`config.mk`:
```
export PLATFORM = sky130hd
export DESIGN_NAME = truth_table_sweeper
export DESIGN_NICKNAME = d
export VERILOG_FILES = /design/src/rtl/truth_table_sweeper.sv
export SDC_FILE = /design/constraint.sdc
export NUM_CORES = 1
export LEC_CHECK = 0
export CORE_MARGIN = 8
export CORE_UTILIZATION = 48
export CTS_BUF_LIST = sky130_fd_sc_hd__clkbuf_2
export CTS_CLUSTER_SIZE = 10
export DETAILED_ROUTE_END_ITERATION = 6
export HOLD_SLACK_MARGIN = 0.02
export PLACE_DENSITY = 0.75
export SYNTH_ARGS = -nofsm -noshare
export SYNTH_HDL_FRONTEND = slang
export SYNTH_SLANG_ARGS = --single-unit
```
`constraint.sdc`:
```
create_clock -name clk -period 2.5 [get_ports clk]
set_input_delay 0.25 -clock clk [delete_from_list [all_inputs] [get_ports clk]]
set_output_delay 0.25 -clock clk [all_outputs]
set_load 0.05 [all_outputs]
```
`src/rtl/truth_table_sweeper.sv`:
```
// truth_table_sweeper: sweeps all input vectors of a combinational block, captures its truth table and compares it to an expected one.
// Optional MISMATCH_LOG_EN adds first_err_idx/first_err_vld reporting the first mismatching row.
module truth_table_sweeper #(
  parameter int N_IN = 4,
  parameter int SETTLE = 2,
  localparam int TW = 1 << N_IN
) (
  input  logic            clk,
  input  logic            reset,
  input  logic            start,
  input  logic [TW-1:0]   expected,
  output logic [N_IN-1:0] f_in,
  input  logic            f_out,
  output logic            busy,
  output logic            done,
  output logic [TW-1:0]   table_out,
  output logic            match,
  output logic [N_IN:0]   mismatch_cnt
`ifdef MISMATCH_LOG_EN
  ,
  output logic [N_IN-1:0] first_err_idx,
  output logic            first_err_vld
`endif
);
  typedef enum logic [1:0] {IDLE, WAIT, SAMPLE, DONE} state_t;
  state_t state, state_nxt;
  logic [3:0] cnt;
  logic [TW-1:0] exp_reg;
  logic diff, last;
  assign diff = f_out != exp_reg[f_in];
  assign last = &f_in;
  always_comb begin
    state_nxt = state == IDLE   ? (start ? WAIT : IDLE) :
                state == WAIT   ? (cnt == 4'(SETTLE - 1) ? SAMPLE : WAIT) :
                state == SAMPLE ? (last ? DONE : WAIT) : IDLE;
    done = state == DONE;
  end
  always_ff @(posedge clk)
    state <= reset ? IDLE : state_nxt;
  always_ff @(posedge clk) begin
    if (reset) begin
      f_in <= '0;
      cnt <= '0;
      exp_reg <= '0;
      table_out <= '0;
      mismatch_cnt <= '0;
      match <= 1'b0;
      busy <= 1'b0;
`ifdef MISMATCH_LOG_EN
      first_err_idx <= '0;
      first_err_vld <= 1'b0;
`endif
    end else if (state == IDLE && start) begin
      f_in <= '0;
      cnt <= '0;
      exp_reg <= expected;
      table_out <= '0;
      mismatch_cnt <= '0;
      match <= 1'b0;
      busy <= 1'b1;
`ifdef MISMATCH_LOG_EN
      first_err_idx <= '0;
      first_err_vld <= 1'b0;
`endif
    end else if (state == WAIT) begin
      cnt <= cnt + 4'd1;
    end else if (state == SAMPLE) begin
      table_out[f_in] <= f_out;
      if (diff) mismatch_cnt <= mismatch_cnt + 1'b1;
`ifdef MISMATCH_LOG_EN
      if (diff && !first_err_vld) begin
        first_err_idx <= f_in;
        first_err_vld <= 1'b1;
      end
`endif
      // match is settled on the last row so it is already valid while done pulses
      if (last) match <= mismatch_cnt == '0 && !diff;
      else begin
        f_in <= f_in + 1'b1;
        cnt <= '0;
      end
    end else if (state == DONE) begin
      busy <= 1'b0;
    end
  end
endmodule

```
==> results_dict.tcl, run 1 <==
set metrics [dict create \
    status "finished clean" \
    vias_per_cell 5.276 \
    std_cell_rows 25 \
    postRouteWirelength_um 5399 \
    grt_pass1_wl_um 9073 \
    min_period_ns 2.207 \
    avgSynthCellArea_um2 8.852 \
    cpLargestDelayFamily "buffers and inverters" \
    powerDensity_nw_per_um2 474.9 \
    pre_cts_slack_ns 0.4492 \
    fin_crit_sh 0.8827 \
    p_leak_uw 0.001181 \
    drive_gt1_frac 0.07668 \
    hold_buffers 0 \
    wl_per_cell_um 14.21 \
    dieArea_um2 7403 \
    fin_ws_ns 0.2932 \
    cts_buffers 5 \
    timing.fmax_ghz 0.4531 \
    cp_cell_sequence "buf_4 > clkdlybuf4s50_1" \
    synth_compound_area_frac 0.1158 \
    final_cell_mix "dfxtp_1 (49), clkdlybuf4s50_1 (47), nand2_1 (44)" \
    core_area_um2 4723 \
    synth_cells 266 \
    dp_hpwl_um 4148 \
    holdCritPathClass "input pin to flip-flop" \
    cts_buffer_depth 2 \
    crit_path_end_kind "output port" \
    crit_arrival_ns 1.96 \
    startpoint_type "flip-flop" \
    syn_nets 298 \
    worst_path_largest_cell_delay_ns 0.81 \
    cts_tree "built" \
    yosysWarningCount 0 \
    synth_top_family_by_area "simple AND/OR/NAND/NOR gates" \
    drc 0 \
    criticalPathCategory "flip-flop to output port" \
    finalHoldViolCount 0 \
    pin_count 48 \
    maxCapViolCount 0 \
    slew_violations 0 \
    grt_max_degree 25 \
    synth_top_flop_cell "dfxtp_1" \
    postLayoutCellArea_um2 2962 \
    cts_root_buf "clkbuf_2" \
    crit_buf_inv 2 \
    die_x_um 86.04 \
    cts_setup_buffers 0 \
    synthMuxAreaShare 0.1233 \
    ant_nets 0 \
    tightest_slew_ns 0.5946 \
    drt_iter0_drc 119 \
    setup_violations 0 \
    syn_area_um2 2355 \
    vias 2005 \
    clk_pin_slew_worst_paths_ns 0.23 \
    fp.dieH_um 86.04 \
    finalClockSkew_ns 0.03587 \
    worst_path_max_delay_cell "clkdlybuf4s50_1" \
    ir_drop_uv 295.9 \
    cts_htree_levels 2 \
    fin_setup_tns_ns 0 \
    grt_usage 0.1518 \
    grt_pass1_vias 1940 \
    antenna_found_initial 0 \
    async_flop_share 0 \
    place_congestion 0.8053 \
    final_common_cell "dfxtp_1" \
    diodes 0 \
    portBuffers 47 \
    drtPass1Iterations 4 \
    cts_sinks 49 \
    start_util 0.4985 \
    area_delta_synth_final_pct 25.77 \
    slew_headroom 0.6021 \
    nets 344 \
    fin_util 0.6270 \
    yosysSeqAreaShare 0.4166 \
    worstPathRequired_ns 2.25 \
    synth_xor_area_frac 0.01116 \
    cp_max_fo 7 \
    synth_fa_ha_area_frac 0.06376 \
    synth_simple_gate_area_share 0.2248 \
    placed_cell_area_um2 2898 \
    synth-edff-count 0 \
    synth_seq_cells 49 \
    rsz0062_at_grt "false" \
    clk_latency_ns 0.41 \
    cts-resized-gates 0 \
    ys_types 36 \
    grt_overflow 0 \
]
through the flow:
stage | power (uW) | hold WS (ns) | std cells
after CTS | 1421 | 0.3385 | 380
after floorplan | 945.3 | 0.3860 | 266
after detailed placement | 1015 | 0.4571 | 372
final | 1406 | 0.3636 | 380
after global routing | 1479 | 0.3219 | 380
after global placement | 1012 | 0.4448 | 372
worst register-to-register path, stage by stage (launching register included):
cell       delay, ns
dfxtp_1         0.53
mux4_2          0.58
a22oi_4         0.29
nand3_4         0.12
a2111oi_4       0.32
mux2i_1         0.23
kinds of logic after synthesis:
family	after synthesis
flip-flops	49
AO/OA/AOI/OAI	39
XOR/XNOR	3
buffers and inverters	25
multiplexers	24
adder cells (fa/ha/maj)	12
AND/OR/NAND/NOR	114
power breakdown:
| part | switching (uW) | internal, uW |
|---|---|---|
| Combinational | 101 | 78.8 |
| Clock | 236 | 170 |
| Sequential | 14.8 | 806 |
| Total | 351 | 1060 |
synthesized netlist by cell type (2+ instances only):
master / number / share of area
and2_1: 3 / 0.0080
nor2b_1: 4 / 0.011
or3_1: 3 / 0.0080
nand2_1: 44 / 0.070
nand2b_1: 3 / 0.0080
o211ai_1: 2 / 0.0064
buf_2: 3 / 0.0064
xor2_1: 2 / 0.0074
o21ai_0: 3 / 0.0064
o21ai_1: 2 / 0.0043
clkbuf_1: 10 / 0.016
nor2_1: 29 / 0.046
mux2i_1: 20 / 0.085
a22oi_4: 2 / 0.018
inv_1: 9 / 0.014
a21oi_1: 24 / 0.051
dfxtp_1: 49 / 0.42
ha_1: 12 / 0.064
mux4_2: 4 / 0.038
buf_1: 2 / 0.0032
nand3_1: 18 / 0.038
nand4_1: 4 / 0.011
layer usage:
metal	routed length, um	GRT usage	vias to the layer above
met5	0	0	-
li1	-	-	998
met4	68	0.05096	0
met3	285	0.04011	6
met1	2385	0.1820	952
met2	2659	0.2547	49
worst paths after layout:
kind	slack [ns]	to	cells past startpoint	start
worst max-delay path	0.29	f_in[0]	2	f_in[0]$_SDFFE_PP0P_
worst min-delay path	0.36	exp_reg[0]$_SDFFE_PP0P_	3	expected[0]
worst max register to register	0.38	mismatch_cnt[4]$_SDFFE_PP0P_	5	f_in[0]$_SDFFE_PP0P_
worst min register to register	0.48	exp_reg[1]$_SDFFE_PP0P_	2	exp_reg[1]$_SDFFE_PP0P_
cell type report:
type,count,area [um2]
Fill cell,413,1762
Multi-Input combinational cell,192,1269
Sequential cell,49,980.9
Timing Repair Buffer,55,530.5
Tap cell,67,83.83
Clock inverter,2,33.78
Inverter,9,33.78
Clock buffer,6,30.03
Power figures use the tool's default switching activity.
==> inputs of run 2 (changes only) <==
--- a/config.mk
+++ b/config.mk
@@ -5,6 +5,7 @@
 export SDC_FILE = /design/constraint.sdc
 export NUM_CORES = 1
 export LEC_CHECK = 0
+export CAP_MARGIN = 20
 export CORE_MARGIN = 8
 export CORE_UTILIZATION = 48
 export CTS_BUF_LIST = sky130_fd_sc_hd__clkbuf_2
==> results of run 2 <==
Same layout as run 1: the final DEF is identical, and so are final timing and power.
==> inputs of run 3 (changes only) <==
--- a/config.mk
+++ b/config.mk
@@ -6,12 +6,13 @@
 export NUM_CORES = 1
 export LEC_CHECK = 0
 export CAP_MARGIN = 20
-export CORE_MARGIN = 8
+export CORE_MARGIN = 2
 export CORE_UTILIZATION = 48
 export CTS_BUF_LIST = sky130_fd_sc_hd__clkbuf_2
 export CTS_CLUSTER_SIZE = 10
 export DETAILED_ROUTE_END_ITERATION = 6
-export HOLD_SLACK_MARGIN = 0.02
+export HOLD_SLACK_MARGIN = 0.1
+export MAX_ROUTING_LAYER = met4
 export PLACE_DENSITY = 0.75
 export SYNTH_ARGS = -nofsm -noshare
 export SYNTH_HDL_FRONTEND = slang
==> results_dict.tcl, run 3 (synthesized netlist as in run 1, its figures left out) <==
set metrics [dict create \
    p_seq_frac 0.542 \
    vias_per_cell 5.071 \
    antenna_found_initial 0 \
    cts_setup_buffers 0 \
    cp_max_fo 6 \
    drive_gt1_frac 0.07987 \
    p_sw_uw 362.3 \
    crit_arrival_ns 2.00 \
    maxCapViolCount 0 \
    nets 344 \
    pre_cts_slack_ns 0.4245 \
    postLayoutCellArea_um2 2988 \
    postRouteWirelength_um 4977 \
    ant_nets 0 \
    finalClockSkew_ns 0.01740 \
    dieArea_um2 5482 \
    tightest_slew_ns 0.5556 \
    criticalPathCategory "flip-flop to output port" \
    drt_iter0_drc 98 \
    startpoint_type "flip-flop" \
    cts_buffers 5 \
    grt_pass1_wl_um 8383 \
    fin_ws_ns 0.2490 \
    clk_latency_ns 0.43 \
    drtPass1Iterations 4 \
    fin_crit_sh 0.9004 \
    pin_count 48 \
    start_util 0.4985 \
    p_int_uw 1152 \
    p_sw_frac 0.2392 \
    cts_tree "built" \
    grt_usage 0.2045 \
    busiest_layer "met2" \
    setup_violations 0 \
    hold_buffers 0 \
    timing.fmax_ghz 0.4442 \
    place_congestion 0.8154 \
    layoutNonFillerInstCount 380 \
    area_delta_synth_final_pct 26.89 \
    cts_root_buf "clkbuf_2" \
    grt.met3_usage 0.04607 \
    std_cell_rows 25 \
    rsz0062_at_grt "false" \
    worstPathRequired_ns 2.25 \
    ir_drop_uv 399.0 \
    portBuffers 47 \
    finalHoldViolCount 0 \
    combPwrFrac 0.117 \
    min_period_ns 2.251 \
    cts_sinks 49 \
    die_x_um 74.04 \
    vias 1927 \
    slew_headroom 0.6283 \
    grt_max_degree 25 \
    cts_buffer_depth 2 \
    wl_per_cell_um 13.10 \
    fin_setup_tns_ns 0 \
    crit_path_end_kind "output port" \
    drc 0 \
    placed_cell_area_um2 2898 \
    grt_use_met1 0.2631 \
    p_leak_uw 0.001193 \
    grt_pass1_vias 1802 \
    status "finished clean" \
    cts_htree_levels 2 \
    final_cell_mix "dfxtp_1 (49), clkdlybuf4s50_1 (47), nand2_1 (44)" \
    diodes 0 \
    holdCritPathClass "input pin to flip-flop" \
    grt_overflow 0 \
    use_met2 0.3135 \
    clk_pin_slew_worst_paths_ns 0.25 \
    final_common_cell "dfxtp_1" \
    core_area_um2 4723 \
    power_frac_clock 0.341 \
    fin_util 0.6326 \
    dp.cells 372 \
    slew_violations 0 \
    cts-resized-gates 0 \
    dp_hpwl_um 3667 \
    fp.dieH_um 74.04 \
    powerDensity_nw_per_um2 506.8 \
]
-- run 3: cell types whose count changed in the layout (fill, tap and decap cells not counted) --
cell	previous run	this run
bufinv_16	1	2
clkbuf_2	6	5
clkinv_1	1	0
clkinv_2	0	1
-- run 3: final timing paths --
kind	start	endpoint	slack, ns	cells after the start
worst min-delay path	expected[0]	exp_reg[0]$_SDFFE_PP0P_	0.33	3
worst max-delay path	f_in[0]$_SDFFE_PP0P_	f_in[0]	0.25	2
worst max register to register	f_in[0]$_SDFFE_PP0P_	mismatch_cnt[4]$_SDFFE_PP0P_	0.38	5
worst min register to register	exp_reg[1]$_SDFFE_PP0P_	exp_reg[1]$_SDFFE_PP0P_	0.47	2
-- run 3: critical path, cell delays in order, from the launching register on --
cell	delay (ns)
dfxtp_1	0.56
buf_4	0.22
clkdlybuf4s50_1	0.80
-- run 3: per-layer routing --
| layer | part of all wire | vias to the layer above |
|---|---|---|
| met5 | 0 | - |
| met4 | 0.018 | 0 |
| met3 | 0.041 | 9 |
| met2 | 0.47 | 42 |
| met1 | 0.47 | 878 |
| li1 | - | 998 |
-- run 3: layout make-up --
class / instances / area [um2]
Clock buffer: 5 / 25.02
Clock inverter: 3 / 65.06
Fill cell: 405 / 1735
Inverter: 9 / 33.78
Multi-Input combinational cell: 192 / 1269
Sequential cell: 49 / 980.9
Tap cell: 67 / 83.83
Timing Repair Buffer: 55 / 530.5
-- run 3: stage by stage --
stage	total power, uW	hold WS [ns]
floorplan	945.3	0.3860
global placement	1011	0.4435
detailed placement	1012	0.4490
CTS	1520	0.3260
global route	1577	0.3088
finish	1514	0.3288
-- run 3: power by group through the flow --
stage / Clock, uW / Sequential (uW) / Combinational, uW
after CTS: 521 / 821 / 179
after global routing: 554 / 824 / 199
after floorplan: 0 / 838 / 107
after detailed placement: 0 / 836 / 177
final: 516 / 821 / 178
after global placement: 0 / 836 / 175
